==> src/rtl/tdm_pkg.sv <==
// rtl/tdm_pkg.sv - shared TDM types, defaults and lane-index helper
package tdm_pkg;

  typedef enum logic {
    ST_IDLE = 1'b0,
    ST_RECV = 1'b1
  } tdm_state_e;

  localparam int NCH_DEF   = 16;
  localparam int SEL_W_DEF = 4;

  // Low bit index of lane k in a packed NCH*w word.
  function automatic int lane_lo(input int k, input int w);
    return k * w;
  endfunction

endpackage

==> src/rtl/tdm_slot_dec_onehot.sv <==
// rtl/tdm_slot_dec_onehot.sv - slot index to one-hot lane write enable
module slot_dec_onehot #(
  parameter int NCH   = 16,
  parameter int SEL_W = 4
) (
  input  logic [SEL_W-1:0] sel_i,
  input  logic             en_i,
  output logic [NCH-1:0]   we_o
);

  assign we_o = en_i ? (NCH'(1) << sel_i) : '0;

endmodule

==> src/rtl/tdm_demux_1to16.sv <==
// rtl/tdm_demux_1to16.sv - TDM serial-to-parallel frame demultiplexer
module tdm_demux_1to16
  import tdm_pkg::*;
#(
  parameter int NCH    = NCH_DEF,
  parameter int DATA_W = 1,
  parameter int SEL_W  = SEL_W_DEF
) (
  input  logic                  clk,
  input  logic                  rst_n,
  input  logic [DATA_W-1:0]     din,
  input  logic                  din_valid,
  input  logic                  frame_sync,
  output logic [NCH*DATA_W-1:0] dout,
  output logic                  dout_valid,
  output logic [SEL_W-1:0]      slot,
  output logic                  sync_err
);

  localparam logic [SEL_W-1:0] LAST_SLOT = SEL_W'(NCH - 1);
  localparam int               LAST_LO   = lane_lo(NCH - 1, DATA_W);

  tdm_state_e              state_q, state_d;
  logic [SEL_W-1:0]        slot_q, slot_d;
  logic [NCH*DATA_W-1:0]   shadow_q;
  logic [NCH*DATA_W-1:0]   dout_q, dout_d;
  logic                    dout_valid_q, dout_valid_d;
  logic                    sync_err_q, sync_err_d;
  logic                    wr_en;
  logic [SEL_W-1:0]        wr_sel;
  logic [NCH-1:0]          lane_we;

  // A sync beat always lands in lane 0, whatever slot the counter was at.
  assign wr_sel = frame_sync ? '0 : slot_q;

  slot_dec_onehot #(
    .NCH   (NCH),
    .SEL_W (SEL_W)
  ) u_dec (
    .sel_i (wr_sel),
    .en_i  (wr_en),
    .we_o  (lane_we)
  );

  always_comb begin
    state_d      = state_q;
    slot_d       = slot_q;
    dout_d       = dout_q;
    dout_valid_d = 1'b0;
    sync_err_d   = 1'b0;
    wr_en        = 1'b0;
    if (din_valid) begin
      unique case (state_q)
        ST_IDLE: begin
          if (frame_sync) begin
            wr_en   = 1'b1;
            slot_d  = SEL_W'(1);
            state_d = ST_RECV;
          end
        end
        ST_RECV: begin
          if (frame_sync) begin
            wr_en      = 1'b1;
            sync_err_d = 1'b1;
            slot_d     = SEL_W'(1);
          end else if (slot_q == LAST_SLOT) begin
            // Last lane bypasses the shadow so the frame is complete at this edge.
            dout_d                          = shadow_q;
            dout_d[LAST_LO +: DATA_W]       = din;
            dout_valid_d                    = 1'b1;
            slot_d                          = '0;
            state_d                         = ST_IDLE;
          end else begin
            wr_en  = 1'b1;
            slot_d = slot_q + SEL_W'(1);
          end
        end
        default: state_d = ST_IDLE;
      endcase
    end
  end

  always_ff @(posedge clk or negedge rst_n) begin
    if (!rst_n) begin
      state_q      <= ST_IDLE;
      slot_q       <= '0;
      dout_q       <= '0;
      dout_valid_q <= 1'b0;
      sync_err_q   <= 1'b0;
    end else begin
      state_q      <= state_d;
      slot_q       <= slot_d;
      dout_q       <= dout_d;
      dout_valid_q <= dout_valid_d;
      sync_err_q   <= sync_err_d;
    end
  end

  always_ff @(posedge clk or negedge rst_n) begin
    if (!rst_n) begin
      shadow_q <= '0;
    end else begin
      for (int k = 0; k < NCH; k++) begin
        if (lane_we[k]) shadow_q[lane_lo(k, DATA_W) +: DATA_W] <= din;
      end
    end
  end

  assign dout       = dout_q;
  assign dout_valid = dout_valid_q;
  assign slot       = slot_q;
  assign sync_err   = sync_err_q;

endmodule

==> config.mk <==
export PLATFORM = sky130hd
export DESIGN_NAME = tdm_demux_1to16
export DESIGN_NICKNAME = d
export VERILOG_FILES = /design/src/rtl/tdm_pkg.sv /design/src/rtl/tdm_slot_dec_onehot.sv /design/src/rtl/tdm_demux_1to16.sv
export SDC_FILE = /design/constraint.sdc
export NUM_CORES = 1
export LEC_CHECK = 0
export BUFFER_PORTS_ARGS = -buffer_cell sky130_fd_sc_hd__clkbuf_2
export CAP_MARGIN = 20
export CORE_MARGIN = 3
export CORE_UTILIZATION = 59
export DETAILED_ROUTE_END_ITERATION = 8
export PLACE_DENSITY = 0.91
export SLEW_MARGIN = 15
export SYNTH_ARGS = -nofsm -noshare
export SYNTH_HDL_FRONTEND = slang
export SYNTH_SLANG_ARGS = --single-unit
export TNS_END_PERCENT = 5
==> constraint.sdc <==
create_clock -name clk -period 4.83 [get_ports clk]
set_clock_uncertainty 0.1 [all_clocks]
set_input_delay 0.7245 -clock clk [delete_from_list [all_inputs] [get_ports clk]]
set_output_delay 0.7245 -clock clk [all_outputs]
set_load 0.01 [all_outputs]
==> flow_summary.toml, run 1 <==
[finish]
fin_nets = 160
instances_no_fill = 186
drive_above_1_share_pct = 41.94
fin_area_mm2 = 0.001889
antennaDiodeCount = 0
syn_to_final_growth_pct = 8.477
final_util_pct = 67.93

[grt]
track_usage_pct = 19.92
grt_antenna_before_repair = 0
grt_overflow = 0
grt_pass1_wl_um = 5099
grt_max_degree = 39
grt_pass1_vias = 1104

[die]
initial_core_util_pct = 62.62
ios = 27
coreArea_mm2 = 0.002781
die_w_um = 60.33
die_height_um = 60.33
dieArea_mm2 = 0.003640
num_rows = 19

[power]
p_leak_nw = 0.9487
ir_drop_mv = 0.2212
power.density_mw_per_mm2 = 335.0

[timing]
setup_viol = 0
tns_ns = 0
rsz0062_at_grt = "false"
hold_viol = 0
relSlewSlack_pct = 39.32
drv_slew = 0
min_period_over_period_pct = 41.67
worst_slew_pin_slew_ns = 0.9102
setup_slack_ns = 2.818
fin_crit_ns = 2.012
fmax_ghz = 0.4969

[worst_setup_path]
setup.worst_path.class = "reg2reg"
cpMaxStageDelayCell = "dfrtp_1"
cp_data_arrival_time_ns = 2.14
critPathRequiredTime_ns = 4.96
start_kind = "register"
crit_path_cell_trace = "ha_1 -> and3_4 -> mux2_2"
r2r_slack_ns = 2.82
cp-end-kind = "register"
critPathMaxFanout = 17
cpPeakStageDelay_ns = 0.59

[worst_hold_path]
hold_path.class = "in2async"

[clock_network]
cts_resized = 0
ctsHtreeMaxLevel = 2
cts-buffers-inserted = 5
cts.sinks = 38
cts_buffer_depth = 2
cts_hold_buf = 0
cts_tree = "yes"
path_clk_slew_ns = 0.10
post-cts-setup-buffers = 0
clock_latency_ns = 0.34
ctsRootBufferMaster = "clkbuf_4"

[drt]
wl_per_cell_um = 16.37
ant_nets = 0
drt_iter0_drc = 38
drt_pre_antenna_iters = 5
via_per_inst = 5.978
wl_um = 3045
route.detailed.drc = 0
vias = 1112

[synth]
yosys_warnings = 0
ys_top_cells_by_area = "dfrtp_1 (55%), mux2_2 (13%), mux2_4 (7.8%)"
synth_top_area_share_pct = 54.60
yosys.area.top_type = "dfrtp_1"
yosysSeqAreaShare_pct = 54.60
synthesis.nets = 137
synthesis.instances = 131
avgSynthCellArea_um2 = 13.30
synth-async-reset-ratio_pct = 100.0
synth-main-ff-cell = "dfrtp_1"
yosysMostFrequentCell = "dfrtp_1"
netlist_area_mm2 = 0.001742
synth-edff-count = 0
ys_ff_latch = 38
ys_top_cells_by_count = "dfrtp_1 (38), mux2_2 (20), nand3_1 (10), mux2_4 (9), nand2_1 (6)"
ys_types = 32

[run_status]
status = "completed"

[placement]
port_buffers = 26
dp.cells = 178
placed_area_mm2 = 0.001829
hpwl_um = 2144
pre_cts_ws_ns = 2.567
place.gp.congestion = 0.8722

[flow_run]
drv_cap = 0
==> stage by stage <==
stage | hold slack (ns) | total power (W)
final | 0.3928 | 0.0006328
after global placement | 0.3841 | 0.0004623
after CTS | 0.4051 | 0.0006416
after global routing | 0.4262 | 0.0006689
after floorplan | 0.3289 | 0.0004416
after detailed placement | 0.3869 | 0.0004725
==> registers in the layout (all words and copies together), names as in the netlist <==
signal and count:
dout 16, shadow_q 15, slot 4, dout_valid 1, state_q 1, sync_err 1
==> layout make-up <==
cell class                 count  area, um2
sequential                    38      950.9
tap                           31      38.79
fill                         224      892.1
inverter                       2      7.507
timing repair buffer          26      130.1
clock buffer                   7      55.05
clock inverter                 1      5.005
multi-input combinational     81      701.9
==> per-layer routing <==
metal | GRT usage [%] | vias up | part of all wire [%]
li1 | - | 522 | -
met1 | 24.28 | 556 | 42
met2 | 31.64 | 29 | 52
met3 | 6.383 | 5 | 4.3
met4 | 10.44 | 0 | 1.7
met5 | 0 | - | 0
==> worst paths after layout <==
| kind | end | depth (start not counted) | from |
|---|---|---|---|
| max | dout[0] | 3 | slot[1] |
| min | dout_valid | 1 | rst_n |
| max reg2reg | dout[0] | 3 | slot[1] |
| min reg2reg | shadow_q[6] | 1 | shadow_q[6] |
| max in group asynchronous | shadow_q[10] | 1 | rst_n |
| min in group clk | shadow_q[6] | 1 | shadow_q[6] |
==> power by group <==
group	switching (W)	internal, W	total (W)
registers	0.0000298	0.000349	0.000379
logic	0.0000440	0.0000413	0.0000853
clock network	0.0000978	0.0000705	0.000168
total	0.000172	0.000461	0.000633
==> placed cells by master (no fill, tap or decap) <==
cell type,netlist,final
mux2_4,9,9
nor3b_1,1,1
clkbuf_2,0,26
clkbuf_4,0,5
o211ai_1,1,1
nor2b_1,2,2
nand2b_4,1,1
clkinv_2,0,1
o2bb2ai_1,1,1
nand3_1,10,10
nor4_1,1,1
ha_1,1,1
mux2_1,1,1
o311a_1,1,1
inv_1,2,2
or4_1,2,2
a31oi_1,1,1
nor2_1,2,2
and3_1,2,2
a21oi_1,2,2
clkbuf_1,2,1
and3_4,1,1
mux2_2,20,20
o311ai_0,1,1
clkbuf_8,0,1
nand2b_1,2,2
and2b_4,1,1
nand4b_1,4,4
nand4_1,5,5
and3b_1,1,1
nand2_1,6,6
o21ai_0,2,2
dfrtp_1,38,38
==> cells by family after synthesis <==
logic type / count (synthesis) / share of synthesized area (%)
AND/OR/NAND/NOR: 41 / 14.73
flip-flops: 38 / 54.60
multiplexers: 30 / 21.34
buffers and inverters: 12 / 5.101
AO/OA/AOI/OAI: 9 / 3.521
adder cells (fa/ha/maj): 1 / 0.7183
==> worst max-delay path, delay by kind of cell, from the launching register on <==
| kind | cells | cell delay (ns) |
|---|---|---|
| flops | 1 | 0.59 |
| simple gates | 1 | 0.44 |
| fa+ha+maj | 1 | 0.39 |
| mux | 1 | 0.38 |
No activity file was read; power rests on OpenSTA's default activity.
==> run 2: changes to the inputs <==
--- a/config.mk
+++ b/config.mk
@@ -5,12 +5,13 @@
 export SDC_FILE = /design/constraint.sdc
 export NUM_CORES = 1
 export LEC_CHECK = 0
+export ABC_AREA = 1
 export BUFFER_PORTS_ARGS = -buffer_cell sky130_fd_sc_hd__clkbuf_2
 export CAP_MARGIN = 20
 export CORE_MARGIN = 3
-export CORE_UTILIZATION = 59
+export CORE_UTILIZATION = 55
 export DETAILED_ROUTE_END_ITERATION = 8
-export PLACE_DENSITY = 0.91
+export PLACE_DENSITY = 0.87
 export SLEW_MARGIN = 15
 export SYNTH_ARGS = -nofsm -noshare
 export SYNTH_HDL_FRONTEND = slang
==> constraint.sdc (replaced) <==
create_clock -name clk -period 1.9 [get_ports clk]
set_clock_uncertainty 0.1 [all_clocks]
set_input_delay 0.285 -clock clk [delete_from_list [all_inputs] [get_ports clk]]
set_output_delay 0.285 -clock clk [all_outputs]
set_load 0.01 [all_outputs]
==> flow_summary.toml, run 2 <==
[run_status]
status = "completed"

[power]
p_leak_nw = 1.051
p_switching_w = 0.0005210
pwr-share-comb_pct = 17.3
switching_share_pct = 30.49
power_frac_seq_pct = 56.9
power.density_mw_per_mm2 = 860.3
ir_drop_mv = 0.4894
p_clk_share_pct = 25.8
internal_power_w = 0.001187

[die]
ios = 27
initial_core_util_pct = 60.22
num_rows = 19
die_height_um = 62.36
coreArea_mm2 = 0.002900
dieArea_mm2 = 0.003888
die_w_um = 62.36

[synth]
synth_top_area_share_pct = 54.44
yosys_warnings = 0
netlist_area_mm2 = 0.001747
ys_top_cells_by_count = "nand2_1 (58), dfrtp_1 (38), inv_1 (17), nor2_1 (14), o21ai_0 (14)"
synthesis.nets = 199
synth-edff-count = 0
synthesis.instances = 193
ys_top_cells_by_area = "dfrtp_1 (54%), nand2_1 (12%), o21ai_2 (6.0%)"
ys_types = 22
synth-main-ff-cell = "dfrtp_1"
yosys.area.top_type = "dfrtp_1"
synth-async-reset-ratio_pct = 100.0
yosysMostFrequentCell = "nand2_1"
ys_ff_latch = 38
avgSynthCellArea_um2 = 9.050
yosysSeqAreaShare_pct = 54.44

[drt]
vias = 1337
wl_per_cell_um = 11.85
drt_iter0_drc = 78
route.detailed.drc = 0
ant_nets = 0
via_per_inst = 4.989
wl_um = 3177
drt_pre_antenna_iters = 4

[grt]
grt_max_degree = 28
grt_pass1_vias = 1337
grt_pass1_wl_um = 5754
grt_antenna_before_repair = 0
track_usage_pct = 18.17
grt_overflow = 0

[worst_setup_path]
setup.worst_path.class = "reg2reg"
critPathMaxFanout = 27
cpMaxStageDelayCell = "dfrtp_1"
r2r_start = "slot[0]"
start_kind = "register"
cp_data_arrival_time_ns = 1.83
crit_path_cell_trace = "ha_1 -> nand2_4 -> nor2_4 -> nand2_4 -> inv_2 -> nand2_1 -> nand2_1"
critPathRequiredTime_ns = 2.04
cp-end-kind = "register"
worstSetupStartpoint = "slot[0]"
cpPeakStageDelay_ns = 0.48

[worst_hold_path]
hold_path.class = "in2reg"
min_from = "din_valid"

[timing]
hold_viol = 0
relSlewSlack_pct = 60.62
rsz0062_at_grt = "false"
drv_slew = 0
setup_viol = 0
tns_ns = 0
setup_slack_ns = 0.2129
worst_slew_pin_slew_ns = 0.5908
min_period_over_period_pct = 88.79
fmax_ghz = 0.5927
fin_crit_ns = 1.687

[finish]
instances_no_fill = 268
syn_to_final_growth_pct = 13.68
drive_above_1_share_pct = 30.97
largest_reg_flops = 16
fin_nets = 231
final_common_cell = "nand2_1"
final_cell_mix = "nand2_1 (58), dfrtp_1 (38), clkbuf_2 (26)"
final_util_pct = 68.46
antennaDiodeCount = 0
fill_cells = 256

[clock_network]
cts_tree = "yes"
cts_buffer_depth = 2
path_clk_slew_ns = 0.12
ctsHtreeMaxLevel = 2
cts-buffers-inserted = 5
cts.sinks = 38
ctsRootBufferMaster = "clkbuf_4"
clock_latency_ns = 0.34

[placement]
hpwl_um = 2390
dp.cells = 259
port_buffers = 26
pre_cts_ws_ns = 0.2218
place.gp.congestion = 0.8567

[flow_run]
drv_cap = 0
-- run 2: cell count changes in the layout (fill, tap and decap cells not counted), sizes merged, moves of 4 or more --
cell,previous run,this run
nor2,2,21
o21ai,2,29
nand2,6,69
nand4b,4,0
mux2,30,0
nand4,5,1
inv,2,20
-- run 2: cell type report --
cell class / instances / area (um2) / area share [%]
Multi-Input combinational cell: 131 / 688.2 / 34.66
Clock buffer: 6 / 51.30 / 2.583
Sequential cell: 38 / 950.9 / 47.89
Tap cell: 42 / 52.55 / 2.647
Timing Repair Buffer: 29 / 155.1 / 7.814
Clock inverter: 2 / 12.51 / 0.6301
Inverter: 20 / 75.07 / 3.781
-- run 2: cell families (layout without fill, tap and decap cells) --
kind of cell,count (synthesis),count (layout),share of synthesized area (%)
simple gates,98,98,26.72
flops,38,38,54.44
compound gates,32,32,11.96
buf+inv,24,57,6.160
fa+ha+maj,1,1,0.7162
-- run 2: per-layer routing --
metal	track usage [%]	vias up	part of all wire (%)
li1	-	668	-
met5	0	-	0
met1	23.78	625	47
met4	5.785	0	0.91
met2	30.24	40	47
met3	3.964	4	4.8
-- run 2: critical path: cells and delay by family (launching register included) --
family | cells | cell delay [ns]
AND/OR/NAND/NOR | 5 | 0.59
flip-flops | 1 | 0.48
adder cells (fa/ha/maj) | 1 | 0.27
buffers and inverters | 1 | 0.13
-- run 2: path summary, 6_finish.rpt --
check                           slack [ns]  depth (start not counted)       end
worst max-delay path                  0.21                          7  dout[14]
worst max register to register        0.21                          7  dout[14]
worst min-delay path                  0.08                          2   state_q
min in group asynchronous             0.36                          2  dout[14]
worst min register to register        0.39                          2  dout[12]
max in group asynchronous             0.79                          3  dout[12]
-- run 2: power by group through the flow --
stage | clock network, W | logic, W | registers [W]
finish | 0.000441 | 0.000296 | 0.000972
global route | 0.000495 | 0.000336 | 0.000983
CTS | 0.000456 | 0.000301 | 0.000972
detailed placement | 0 | 0.000297 | 0.000988
global placement | 0 | 0.000288 | 0.000981
floorplan | 0 | 0.000194 | 0.000988
-- run 2: repair_timing --
item                                   4_1_cts  5_1_grt
resized for setup                            0        0
hold buffers                                 1        0
buffers inserted                             0        0
endpoints found under the hold margin       23        0
-- run 2: through the flow --
step / instance area (um2) / hold WS (ns) / power (W)
floorplan: 1747 / -0.1106 / 0.001182
global placement: 1912 / 0.2161 / 0.001270
detailed placement: 1912 / 0.2149 / 0.001284
CTS: 1986 / 0.06650 / 0.001728
global route: 1986 / 0.08463 / 0.001814
finish: 1986 / 0.08245 / 0.001708
==> run 3: changes to the inputs <==
--- a/config.mk
+++ b/config.mk
@@ -8,6 +8,7 @@
 export ABC_AREA = 1
 export BUFFER_PORTS_ARGS = -buffer_cell sky130_fd_sc_hd__clkbuf_2
 export CAP_MARGIN = 20
+export CORE_ASPECT_RATIO = 1.2
 export CORE_MARGIN = 3
 export CORE_UTILIZATION = 55
 export DETAILED_ROUTE_END_ITERATION = 8
==> constraint.sdc (replaced) <==
create_clock -name clk -period 1.9 [get_ports clk]
set_clock_uncertainty 0.1 [all_clocks]
set_input_delay 0.095 -clock clk [delete_from_list [all_inputs] [get_ports clk]]
set_output_delay 0.095 -clock clk [all_outputs]
set_load 0.01 [all_outputs]
==> flow_summary.toml, run 3 (synthesis results as in run 2) <==
[timing]
whs_ns = 0.07651
drv_slew = 0
min_period_over_period_pct = 88.98
fin_crit_ns = 1.691
rsz0062_at_grt = "false"
relSlewSlack_pct = 69.90
setup_viol = 0
tns_ns = 0
worst_slew_pin_slew_ns = 0.4516
hold_viol = 0
fmax_ghz = 0.5915

[finish]
final_cell_mix = "nand2_1 (58), dfrtp_1 (38), clkbuf_2 (26)"
instances_no_fill = 261
antennaDiodeCount = 0
final_common_cell = "nand2_1"
fill_cells = 250
largest_reg_flops = 16
fin_nets = 232
final_util_pct = 68.17
syn_to_final_growth_pct = 13.83
drive_above_1_share_pct = 30.40

[run_status]
status = "completed"

[worst_setup_path]
cp.depth = 7
cpPeakStageDelay_ns = 0.50
timing.rr.end = "dout[7]"
r2r_slack_ns = 0.21
cpMaxStageDelayCell = "dfrtp_1"
r2r_start = "slot[1]"
crit_path_cell_trace = "ha_1 -> nand2_4 -> nor2_4 -> nand2_4 -> inv_2 -> nand2_1 -> nand2_1"
r2r_cells = 7
crit_family = "simple AND/OR/NAND/NOR gates"
crit_buf_inv = 1
start_kind = "register"
cp-end-kind = "register"
cp_data_arrival_time_ns = 1.88
critPathRequiredTime_ns = 2.09
critPathMaxFanout = 27
setup.worst_path.class = "reg2reg"

[placement]
port_buffers = 26
dp.cells = 250
place.gp.congestion = 0.8863
hpwl_um = 2198

[clock_network]
post-cts-setup-buffers = 0
cts_hold_buf = 3
ctsHtreeMaxLevel = 2
cts-buffers-inserted = 5
ctsRootBufferMaster = "clkbuf_4"
cts_resized = 0
path_clk_slew_ns = 0.11
cts.sinks = 38
cts_tree = "yes"
cts_buffer_depth = 2
clock_latency_ns = 0.35

[power]
finalPower_w = 0.001712
ir_drop_mv = 0.7228
p_leak_nw = 1.054
power.density_mw_per_mm2 = 861.0

[drt]
wl_um = 3065
ant_nets = 0
drt_iter0_drc = 31
drt_pre_antenna_iters = 5
wl_per_cell_um = 11.74
vias = 1340
route.detailed.drc = 0
via_per_inst = 5.134

[die]
num_rows = 21
dieArea_mm2 = 0.003891
initial_core_util_pct = 59.89
coreArea_mm2 = 0.002917
die_w_um = 57.45
die_height_um = 67.73
ios = 27

[worst_hold_path]
hold_end = "dout[15]"
hold_path_depth = 3
min_from = "din"
hold_path.class = "in2reg"

[grt]
grt_pass1_vias = 1258
track_usage_pct = 18.12
grt_pass1_wl_um = 5188
grt_antenna_before_repair = 0
grt_overflow = 0
grt_max_degree = 39

[flow_run]
drv_cap = 0
==> run 3: cell count changes in the layout (fill, tap and decap cells not counted) <==
cell           previous run  this run
dlygate4sd3_1             1         3
buf_4                     2         1
==> run 3: routing by layer <==
| metal | GRT usage (%) | share of wire (%) |
|---|---|---|
| met1 | 19.75 | 44 |
| met2 | 30.51 | 48 |
| met3 | 4.589 | 5.5 |
| met4 | 13.04 | 3.2 |
| met5 | 0 | 0 |
==> run 3: worst max-delay path by stage <==
stage / start / slack, ns / end
2_1_floorplan: slot[1] / 0.39 / dout[4]
3_3_place_gp: slot[0] / 0.29 / dout[15]
3_5_place_dp: slot[1] / 0.24 / dout[7]
4_1_cts: slot[1] / 0.21 / dout[7]
5_1_grt: slot[1] / 0.08 / dout[15]
6_report: slot[1] / 0.21 / dout[7]
==> run 3: area by class of cell <==
cell class / count / area [um2] / area share (%)
sequential: 38 / 950.9 / 47.83
multi-input combinational: 131 / 688.2 / 34.61
timing repair buffer: 30 / 167.7 / 8.433
inverter: 20 / 75.07 / 3.776
clock buffer: 6 / 51.30 / 2.580
tap: 34 / 42.54 / 2.140
clock inverter: 2 / 12.51 / 0.6293
==> run 3: stage by stage <==
stage          worst slack (ns)  instance area (um2)
2_1_floorplan            0.3858                 1747
3_3_place_gp             0.2931                 1894
3_5_place_dp             0.2350                 1894
4_1_cts                  0.2067                 1988
5_1_grt                 0.07821                 1988
6_report                 0.2095                 1988
==> run 3: tightest hold or removal path, cell delays in order <==
cell and delay (ns):
clkbuf_2 0.23, nand2_1 0.12, nand2_1 0.04
==> run 3: power by group <==
group	total [W]	internal (W)	switching (W)
combinational	0.000293	0.0000970	0.000196
clock	0.000445	0.000178	0.000267
sequential	0.000973	0.000914	0.0000598
